File: src/rtl/stopwatch_if.sv
// stopwatch_if: button/mode inputs and digit/strobe outputs between timebase and display driver
interface stopwatch_if;
  logic        pause_btn;
  logic        clr_btn;
  logic        adj;
  logic        adj_sel;
  logic [17:0] out7seg;
  logic [25:0] outadj;
  logic [4:0]  min_l;
  logic [4:0]  min_r;
  logic [4:0]  sec_l;
  logic [4:0]  sec_r;
  logic        running;
  modport master (
    output pause_btn, clr_btn, adj, adj_sel,
    input  out7seg, outadj, min_l, min_r, sec_l, sec_r, running
  );
  modport slave (
    input  pause_btn, clr_btn, adj, adj_sel,
    output out7seg, outadj, min_l, min_r, sec_l, sec_r, running
  );
endinterface

File: src/rtl/stopwatch_timebase.sv
// stopwatch_timebase: mm:ss BCD stopwatch with button conditioning and scan/adjust strobe counters
module stopwatch_timebase #(
  parameter int SEC_DIV  = 100000000,
  parameter int ADJ_DIV  = 50000000,
  parameter int SCAN_DIV = 262144
) (
  input logic clk,
  input logic rst,
  stopwatch_if.slave bus
);
  localparam int SW = (SEC_DIV > 1) ? $clog2(SEC_DIV) : 1;
  logic [2:0]    r_ps, r_cs;
  logic          r_pause_p, r_clr_p, r_running;
  logic [SW-1:0] r_sec_cnt;
  logic [17:0]   r_scan;
  logic [25:0]   r_adj;
  logic [3:0]    r_min_l, r_min_r, r_sec_l, r_sec_r;
  logic          w_adj_tick, w_sec_tick, w_sr_wrap, w_sl_wrap, w_mr_wrap, w_ml_wrap, w_inc_s, w_inc_m;
  assign w_adj_tick = r_adj == 26'(ADJ_DIV - 1);
  assign w_sec_tick = r_running && !bus.adj && r_sec_cnt == SW'(SEC_DIV - 1);
  assign w_sr_wrap  = r_sec_r == 4'd9;
  assign w_sl_wrap  = r_sec_l == 4'd5;
  assign w_mr_wrap  = r_min_r == 4'd9;
  assign w_ml_wrap  = r_min_l == 4'd5;
  // adjust ticks hit one field only, so seconds never carry into minutes while adjusting
  assign w_inc_s = w_sec_tick || (w_adj_tick && bus.adj && !bus.adj_sel);
  assign w_inc_m = (w_sec_tick && w_sr_wrap && w_sl_wrap) || (w_adj_tick && bus.adj && bus.adj_sel);
  always_ff @(posedge clk or posedge rst) begin
    if (rst) begin
      r_ps      <= '0;
      r_cs      <= '0;
      r_pause_p <= 1'b0;
      r_clr_p   <= 1'b0;
      r_running <= 1'b0;
      r_sec_cnt <= '0;
      r_scan    <= '0;
      r_adj     <= '0;
      r_min_l   <= '0;
      r_min_r   <= '0;
      r_sec_l   <= '0;
      r_sec_r   <= '0;
    end else begin
      r_ps      <= {r_ps[1:0], bus.pause_btn};
      r_cs      <= {r_cs[1:0], bus.clr_btn};
      r_pause_p <= r_ps[1] && !r_ps[2];
      r_clr_p   <= r_cs[1] && !r_cs[2];
      r_running <= !r_clr_p && (r_running ^ r_pause_p);
      r_sec_cnt <= (r_clr_p || !r_running || bus.adj || w_sec_tick) ? '0 : r_sec_cnt + 1'b1;
      r_scan    <= (r_scan == 18'(SCAN_DIV - 1)) ? '0 : r_scan + 1'b1;
      r_adj     <= w_adj_tick ? '0 : r_adj + 1'b1;
      r_sec_r   <= r_clr_p ? '0 : w_inc_s ? (w_sr_wrap ? '0 : r_sec_r + 1'b1) : r_sec_r;
      r_sec_l   <= r_clr_p ? '0 : (w_inc_s && w_sr_wrap) ? (w_sl_wrap ? '0 : r_sec_l + 1'b1) : r_sec_l;
      r_min_r   <= r_clr_p ? '0 : w_inc_m ? (w_mr_wrap ? '0 : r_min_r + 1'b1) : r_min_r;
      r_min_l   <= r_clr_p ? '0 : (w_inc_m && w_mr_wrap) ? (w_ml_wrap ? '0 : r_min_l + 1'b1) : r_min_l;
    end
  end
  assign bus.out7seg = r_scan;
  assign bus.outadj  = r_adj;
  assign bus.min_l   = {1'b0, r_min_l};
  assign bus.min_r   = {1'b0, r_min_r};
  assign bus.sec_l   = {1'b0, r_sec_l};
  assign bus.sec_r   = {1'b0, r_sec_r};
  assign bus.running = r_running;
endmodule

File: src/flat_wrapper.sv
// flat-port wrapper written by rule: the top's interface ports become plain ports
module stopwatch_timebase_flat 
#(
  parameter int SEC_DIV  = 100000000,
  parameter int ADJ_DIV  = 50000000,
  parameter int SCAN_DIV = 262144
)
  (clk, rst, bus_pause_btn, bus_clr_btn, bus_adj, bus_adj_sel, bus_out7seg, bus_outadj, bus_min_l, bus_min_r, bus_sec_l, bus_sec_r, bus_running);
  stopwatch_if bus_i ();
  input logic clk;
  input logic rst;
  input wire logic [$bits(bus_i.pause_btn)-1:0] bus_pause_btn;
  input wire logic [$bits(bus_i.clr_btn)-1:0] bus_clr_btn;
  input wire logic [$bits(bus_i.adj)-1:0] bus_adj;
  input wire logic [$bits(bus_i.adj_sel)-1:0] bus_adj_sel;
  output wire logic [$bits(bus_i.out7seg)-1:0] bus_out7seg;
  output wire logic [$bits(bus_i.outadj)-1:0] bus_outadj;
  output wire logic [$bits(bus_i.min_l)-1:0] bus_min_l;
  output wire logic [$bits(bus_i.min_r)-1:0] bus_min_r;
  output wire logic [$bits(bus_i.sec_l)-1:0] bus_sec_l;
  output wire logic [$bits(bus_i.sec_r)-1:0] bus_sec_r;
  output wire logic [$bits(bus_i.running)-1:0] bus_running;
  assign bus_i.pause_btn = bus_pause_btn;
  assign bus_i.clr_btn = bus_clr_btn;
  assign bus_i.adj = bus_adj;
  assign bus_i.adj_sel = bus_adj_sel;
  assign bus_out7seg = bus_i.out7seg;
  assign bus_outadj = bus_i.outadj;
  assign bus_min_l = bus_i.min_l;
  assign bus_min_r = bus_i.min_r;
  assign bus_sec_l = bus_i.sec_l;
  assign bus_sec_r = bus_i.sec_r;
  assign bus_running = bus_i.running;
  stopwatch_timebase #(.SEC_DIV(SEC_DIV), .ADJ_DIV(ADJ_DIV), .SCAN_DIV(SCAN_DIV)) u_core (.clk(clk), .rst(rst), .bus(bus_i));
endmodule
File: config.mk
export PLATFORM = sky130hd
export DESIGN_NAME = stopwatch_timebase_flat
export DESIGN_NICKNAME = d
export VERILOG_FILES = /design/src/rtl/stopwatch_if.sv /design/src/rtl/stopwatch_timebase.sv /design/src/flat_wrapper.sv
export SDC_FILE = /design/constraint.sdc
export NUM_CORES = 1
export LEC_CHECK = 0
export CORE_AREA = 5 5 104 106
export CTS_CLUSTER_SIZE = 20
export DETAILED_ROUTE_END_ITERATION = 8
export DIE_AREA = 0 0 109 111
export GPL_TIMING_DRIVEN = 1
export PLACE_DENSITY_LB_ADDON = 0.3
export SLEW_MARGIN = 20
export SYNTH_ARGS = -nofsm -noshare
export SYNTH_HDL_FRONTEND = slang
export SYNTH_SLANG_ARGS = --single-unit
File: constraint.sdc
create_clock -name clk -period 5.69 [get_ports clk]
set_input_delay 0.569 -clock clk [delete_from_list [all_inputs] [get_ports clk]]
set_output_delay 0.569 -clock clk [all_outputs]
set_load 0.05 [all_outputs]
# After elaboration in Yosys (flattened, before gate mapping)
# Cells that the tools add are included.
# word_totals
ff_bits	96
output_inout_bits	65
# classes
n_bitwise	1
n_reduce_logical	27
n_addsub	7
n_eq_ne	7
muxes	15
# op_table
operator	n
2-to-1 mux 4 bit	12
adder 27 x 1 -> 27 bit (second input constant)	1
== test 27 bit (second input constant)	1
2-to-1 mux 27 bit	1
adder 26 x 1 -> 26 bit (second input constant)	1
== test 26 bit (second input constant)	1
2-to-1 mux 26 bit	1
adder 18 x 1 -> 18 bit (second input constant)	1
== test 18 bit (second input constant)	1
2-to-1 mux 18 bit	1
adder 4 x 1 -> 4 bit (second input constant)	4
logical AND 1 bit	12
== test 4 x 3 -> 1 bit (second input constant)	2
== test 4 bit (second input constant)	2
nonzero test 2 bit	4
logical NOT 1 bit	6
logical OR 1 bit	5
bitwise XOR 1 bit	1

# Longest topological paths before layout
# depth
ltp_word	9
mapped_depth	8
depth_no_buf	7

# Worst setup path after synthesis
# Ideal clock, no wire load.
# synth_path
path_type	flip-flop to flip-flop
start	register u_core.r_adj[16] (netlist: u_core.bus.outadj[16])
end	register u_core.r_sec_r[2]
period_less_slack_ns	2.427
setup_time_ns	0.077
t_arrival_ns	2.349
n_path_buf	1
stages_incl_launch_ff	7
required_ns	5.613
slack_ns	3.263
path_cell_list	dfrtp_1 or4b_4 nor4_4 a32oi_1 buf_6 or4_1 a21oi_1
# synth_via
elab_chain_len	5
# synth_lines
item	line	rtl
from (decl)	stopwatch_timebase.sv:16	logic [25:0] r_adj;
from (signal assigned)	stopwatch_timebase.sv:50	r_adj <= w_adj_tick ? '0 : r_adj + 1'b1;
== test 26 bit	stopwatch_timebase.sv:19	assign w_adj_tick = r_adj == 26'(ADJ_DIV - 1);
logical AND 1 bit (2 in series)	stopwatch_timebase.sv:26	assign w_inc_s = w_sec_tick || (w_adj_tick && bus.adj && !bus.adj_sel);
logical OR 1 bit	stopwatch_timebase.sv:26	
nonzero test 2 bit (no source line)	-	
to (signal assigned)	stopwatch_timebase.sv:51	r_sec_r <= r_clr_p ? '0 : w_inc_s ? (w_sr_wrap ? '0 : r_sec_r + 1'b1) : r_sec_r;
to (decl)	stopwatch_timebase.sv:17	logic [3:0] r_min_l, r_min_r, r_sec_l, r_sec_r;
# Every way passes these cells.
# A chain may end at the register's enable or synchronous reset.

# Final worst setup path
# layout_path
start	register u_core.r_adj[18] (netlist: u_core.bus.outadj[18])
end	register u_core.r_sec_r[3]
# The elaborated chain is that of the path after synthesis.

==> key figures <==
Min path
  – Worst min path class: register to register

Synthesis
  – Fraction of registers with async set/reset: 100%
  – Synth cell types: 57
  – Biggest area consumer among synthesized cells: dfrtp_1
  – Mean Syn Cell Area: 10.2 um^2
  – Mapped Cells: 460
  – Primary FF master, synth: dfrtp_1
  – Largest cells by area after synthesis: dfrtp_1 (51%), xor2_1 (7.1%), nor2_1 (6.3%), xnor2_1 (4.8%), nand3_1 (3.3%)
  – Top-area cell type share of the netlist area: 51.0%
  – Count of flip-flops with a built-in enable after synthesis: 0
  – Mapped cell area: 4710 um^2
  – FF+latch count, synth: 96
  – Seq/Total Area, Yosys: 51.0%
  – Ys Warns: 0

Final layout
  – Area of the multi-input gates: 2170 um^2
  – FF+latch area: 2400 um^2
  – Layout cells sized above 1: 6.05%
  – Area growth syn-to-layout: 20.5%
  – Finished Layout Cells: 662
  – Fillers: 835
  – Final Cell Area: 5680 um^2
  – ANT cells: 0
  – # nets final: 541

Die
  – Die footprint: 12100 um^2
  – Row count: 36
  – Die width: 109 um
  – Placeable Area: 9680 um^2
  – Die height: 111 um
  – Initial core utilization: 48.7%
  – Ports: 71

Route
  – Routed WL per cell: 14.3 um
  – Vias per inst: 5.19
  – DRC Markers: 0
  – Post-route ant nets: 0
  – Via count: 3439
  – Final WL: 9.48 mm
  – TritonRoute pass-1 iters: 4
  – DRT iter0 DRCs: 210

Clocking
  – CTS clk-pin slew, worst paths: 90 ps
  – Clock sink total: 96
  – Setup bufs post-CTS: 0
  – Root Driver: clkbuf_8
  – H-tree depth: 3
  – Clk_lat worst skew: 370 ps
  – Worst-case clock buffer depth: 2
  – CTS hold repair buffers: 0
  – Post-cts sizing count: 0
  – CTS Buf Count: 9
  – CTS tree: done

Placed design
  – Detailed placer's ending HPWL: 6.66 mm
  – Area after DPL: 5470 um^2
  – Buffers on Ports: 66
  – Placer Congestion: 0.812
  – Placed Cells: 646

Global routing
  – Initial antenna violation count: 0
  – Vias in the first global route: 3501
  – GR Overflow Total: 0
  – First-pass GRT wire length: 16.8 mm
  – Largest net degree at the start of global routing: 78
  – GRT Util Overall: 16.9%

Pwr
  – Power Density: 225 nW/um^2
  – Pleak: 0.00249 uW
  – VDD IR max: 0.000140 V

Critical path
  – R2r startpoint: u_core.bus.outadj[18]$_DFF_PP0_
  – Reg2reg path depth: 5
  – Crit path DAT: 2870 ps
  – Crit path capture: u_core.r_sec_r[3]$_DFFE_PP0P_
  – Slack of the worst reg-to-reg path: 3100 ps
  – WS Path Type: register to register
  – CP Max Fanout: 11
  – Worst setup EP type: register
  – Reg2reg end: u_core.r_sec_r[3]$_DFFE_PP0P_
  – Crit path launch type: register
  – CP startpoint: u_core.bus.outadj[18]$_DFF_PP0_
  – CP required: 5980 ps

STA
  – Hold Vio Cnt, Final: 0
  – Max_slew headroom: 35.7%
  – Setup TNS: 0 ps
  – Period utilization: 45.4%
  – Clk_skew: 13.8 ps
  – Setup violators final: 0
  – RSZ-0062 raised after global routing: false
  – Worst-margin pin slew: 957 ps
  – Fin crit period: 2590 ps
  – Max frequency: 387 MHz
  – Max-slew violation count: 0
  – Hold WS: 360 ps

Run status
  – Outcome: completed

Job
  – MaxCap Viol Count: 0
==> critical path, stage by stage, from the launching register on <==
cell	delay, ps
dfrtp_1	470
or4_1	600
nor4_4	250
a32oi_1	410
or4b_1	610
a31oi_1	170
==> worst min-delay path by stage <==
stage                                        start  depth (start not counted)  slack [ps]                       end
after detailed placement  u_core.r_cs[0]$_DFF_PP0_                          0         340  u_core.r_cs[1]$_DFF_PP0_
after CTS                 u_core.r_cs[0]$_DFF_PP0_                          0         360  u_core.r_cs[1]$_DFF_PP0_
after floorplan           u_core.r_cs[0]$_DFF_PP0_                          0         330  u_core.r_cs[1]$_DFF_PP0_
after global placement    u_core.r_ps[0]$_DFF_PP0_                          0         340  u_core.r_ps[1]$_DFF_PP0_
after global routing      u_core.r_cs[0]$_DFF_PP0_                          0         370  u_core.r_cs[1]$_DFF_PP0_
final                     u_core.r_cs[0]$_DFF_PP0_                          0         360  u_core.r_cs[1]$_DFF_PP0_
==> Yosys cell counts (2+ instances only) <==
library cell / instances
dfrtp_1: 96
nor2_1: 79
xor2_1: 38
nand3_1: 31
xnor2_1: 26
nand2_1: 23
and3_1: 17
inv_1: 17
nand4_1: 17
clkbuf_1: 11
ha_1: 11
nor3_1: 9
nor2b_1: 7
o21ai_0: 6
buf_4: 5
and4_1: 4
nor4_1: 4
a31oi_1: 3
nand3b_1: 3
nor4_2: 3
o21ai_1: 3
a21o_1: 2
a21oi_1: 2
and3b_1: 2
mux2_1: 2
mux2i_1: 2
nand2b_1: 2
nor4_4: 2
o311ai_1: 2
o31ai_1: 2
or4_1: 2
or4b_1: 2
==> registers in the layout (all words and copies together) (netlist names) <==
signal,flops
u_core.r_sec_cnt,27
u_core.r_sec_r,4
u_core.r_pause_p,1
u_core.r_sec_l,4
u_core.bus.running,1
u_core.r_ps,3
u_core.r_min_r,4
u_core.bus.out7seg,18
u_core.r_cs,3
u_core.r_min_l,4
u_core.r_clr_p,1
u_core.bus.outadj,26
==> through the flow <==
step | worst slack (ps) | power, uW | utilization (%)
finish | 3100 | 1280 | 58.7
global route | 2960 | 1330 | 58.7
floorplan | 2620 | 790 | -
global placement | 3070 | 817 | 56.5
detailed placement | 3060 | 821 | 56.5
CTS | 3110 | 1300 | 58.7
==> power by group <==
group / switching, uW / total (uW) / internal, uW
sequential: 16.1 / 709 / 693
clock: 250 / 472 / 222
combinational: 68.7 / 97.5 / 28.8
total: 335 / 1280 / 943
==> routing by layer <==
| layer | share of wire [%] | vias up | GRT usage (%) | wire length (um) |
|---|---|---|---|---|
| li1 | - | 1699 | - | - |
| met1 | 48 | 1671 | 23.4 | 4540 |
| met2 | 47 | 57 | 26.2 | 4440 |
| met3 | 3.6 | 12 | 3.44 | 343 |
| met4 | 1.7 | 0 | 5.98 | 160 |
| met5 | 0 | - | 0 | 0 |
==> area by class of cell <==
class                           instances  share of cell area (%)
Clock buffer                           10                    2.42
Inverter                               17                    1.15
Clock inverter                          6                    1.30
Timing Repair Buffer                   67                    11.8
Multi-Input combinational cell        333                    38.2
Sequential cell                        96                    42.3
Tap cell                              133                    2.93
==> cells in the final DEF, fill, tap and decap left out, drive strengths merged, types with 2 or more instances in the layout <==
master	count
a21oi	2
nand3b	3
mux2	2
and3b	2
and4	4
or2	2
ha	11
o311ai	2
conb	4
nand3	32
nor4	9
inv	19
xnor2	26
xor2	38
or4	3
and3	18
a31oi	3
dfrtp	96
clkinv	3
o21ai	9
nand2b	3
nor2b	7
a21o	2
o31ai	2
nor2	80
nand2	23
clkbuf	10
mux2i	2
nor3	9
nand4	18
clkdlybuf4s50	66
or4b	3
==> cells by family (layout without fill, tap and decap cells) <==
logic type	count (synthesis)	count (layout)	share of synthesized area (%)
AO/OA/AOI/OAI	32	32	4.83
XOR/XNOR	64	64	11.9
adder cells (fa/ha/maj)	11	11	2.92
buffers and inverters	34	100	3.27
flip-flops	96	96	51.0
multiplexers	4	4	0.903
other	1	4	0.0796
AND/OR/NAND/NOR	218	218	25.1
Power figures use the tool's default switching activity.
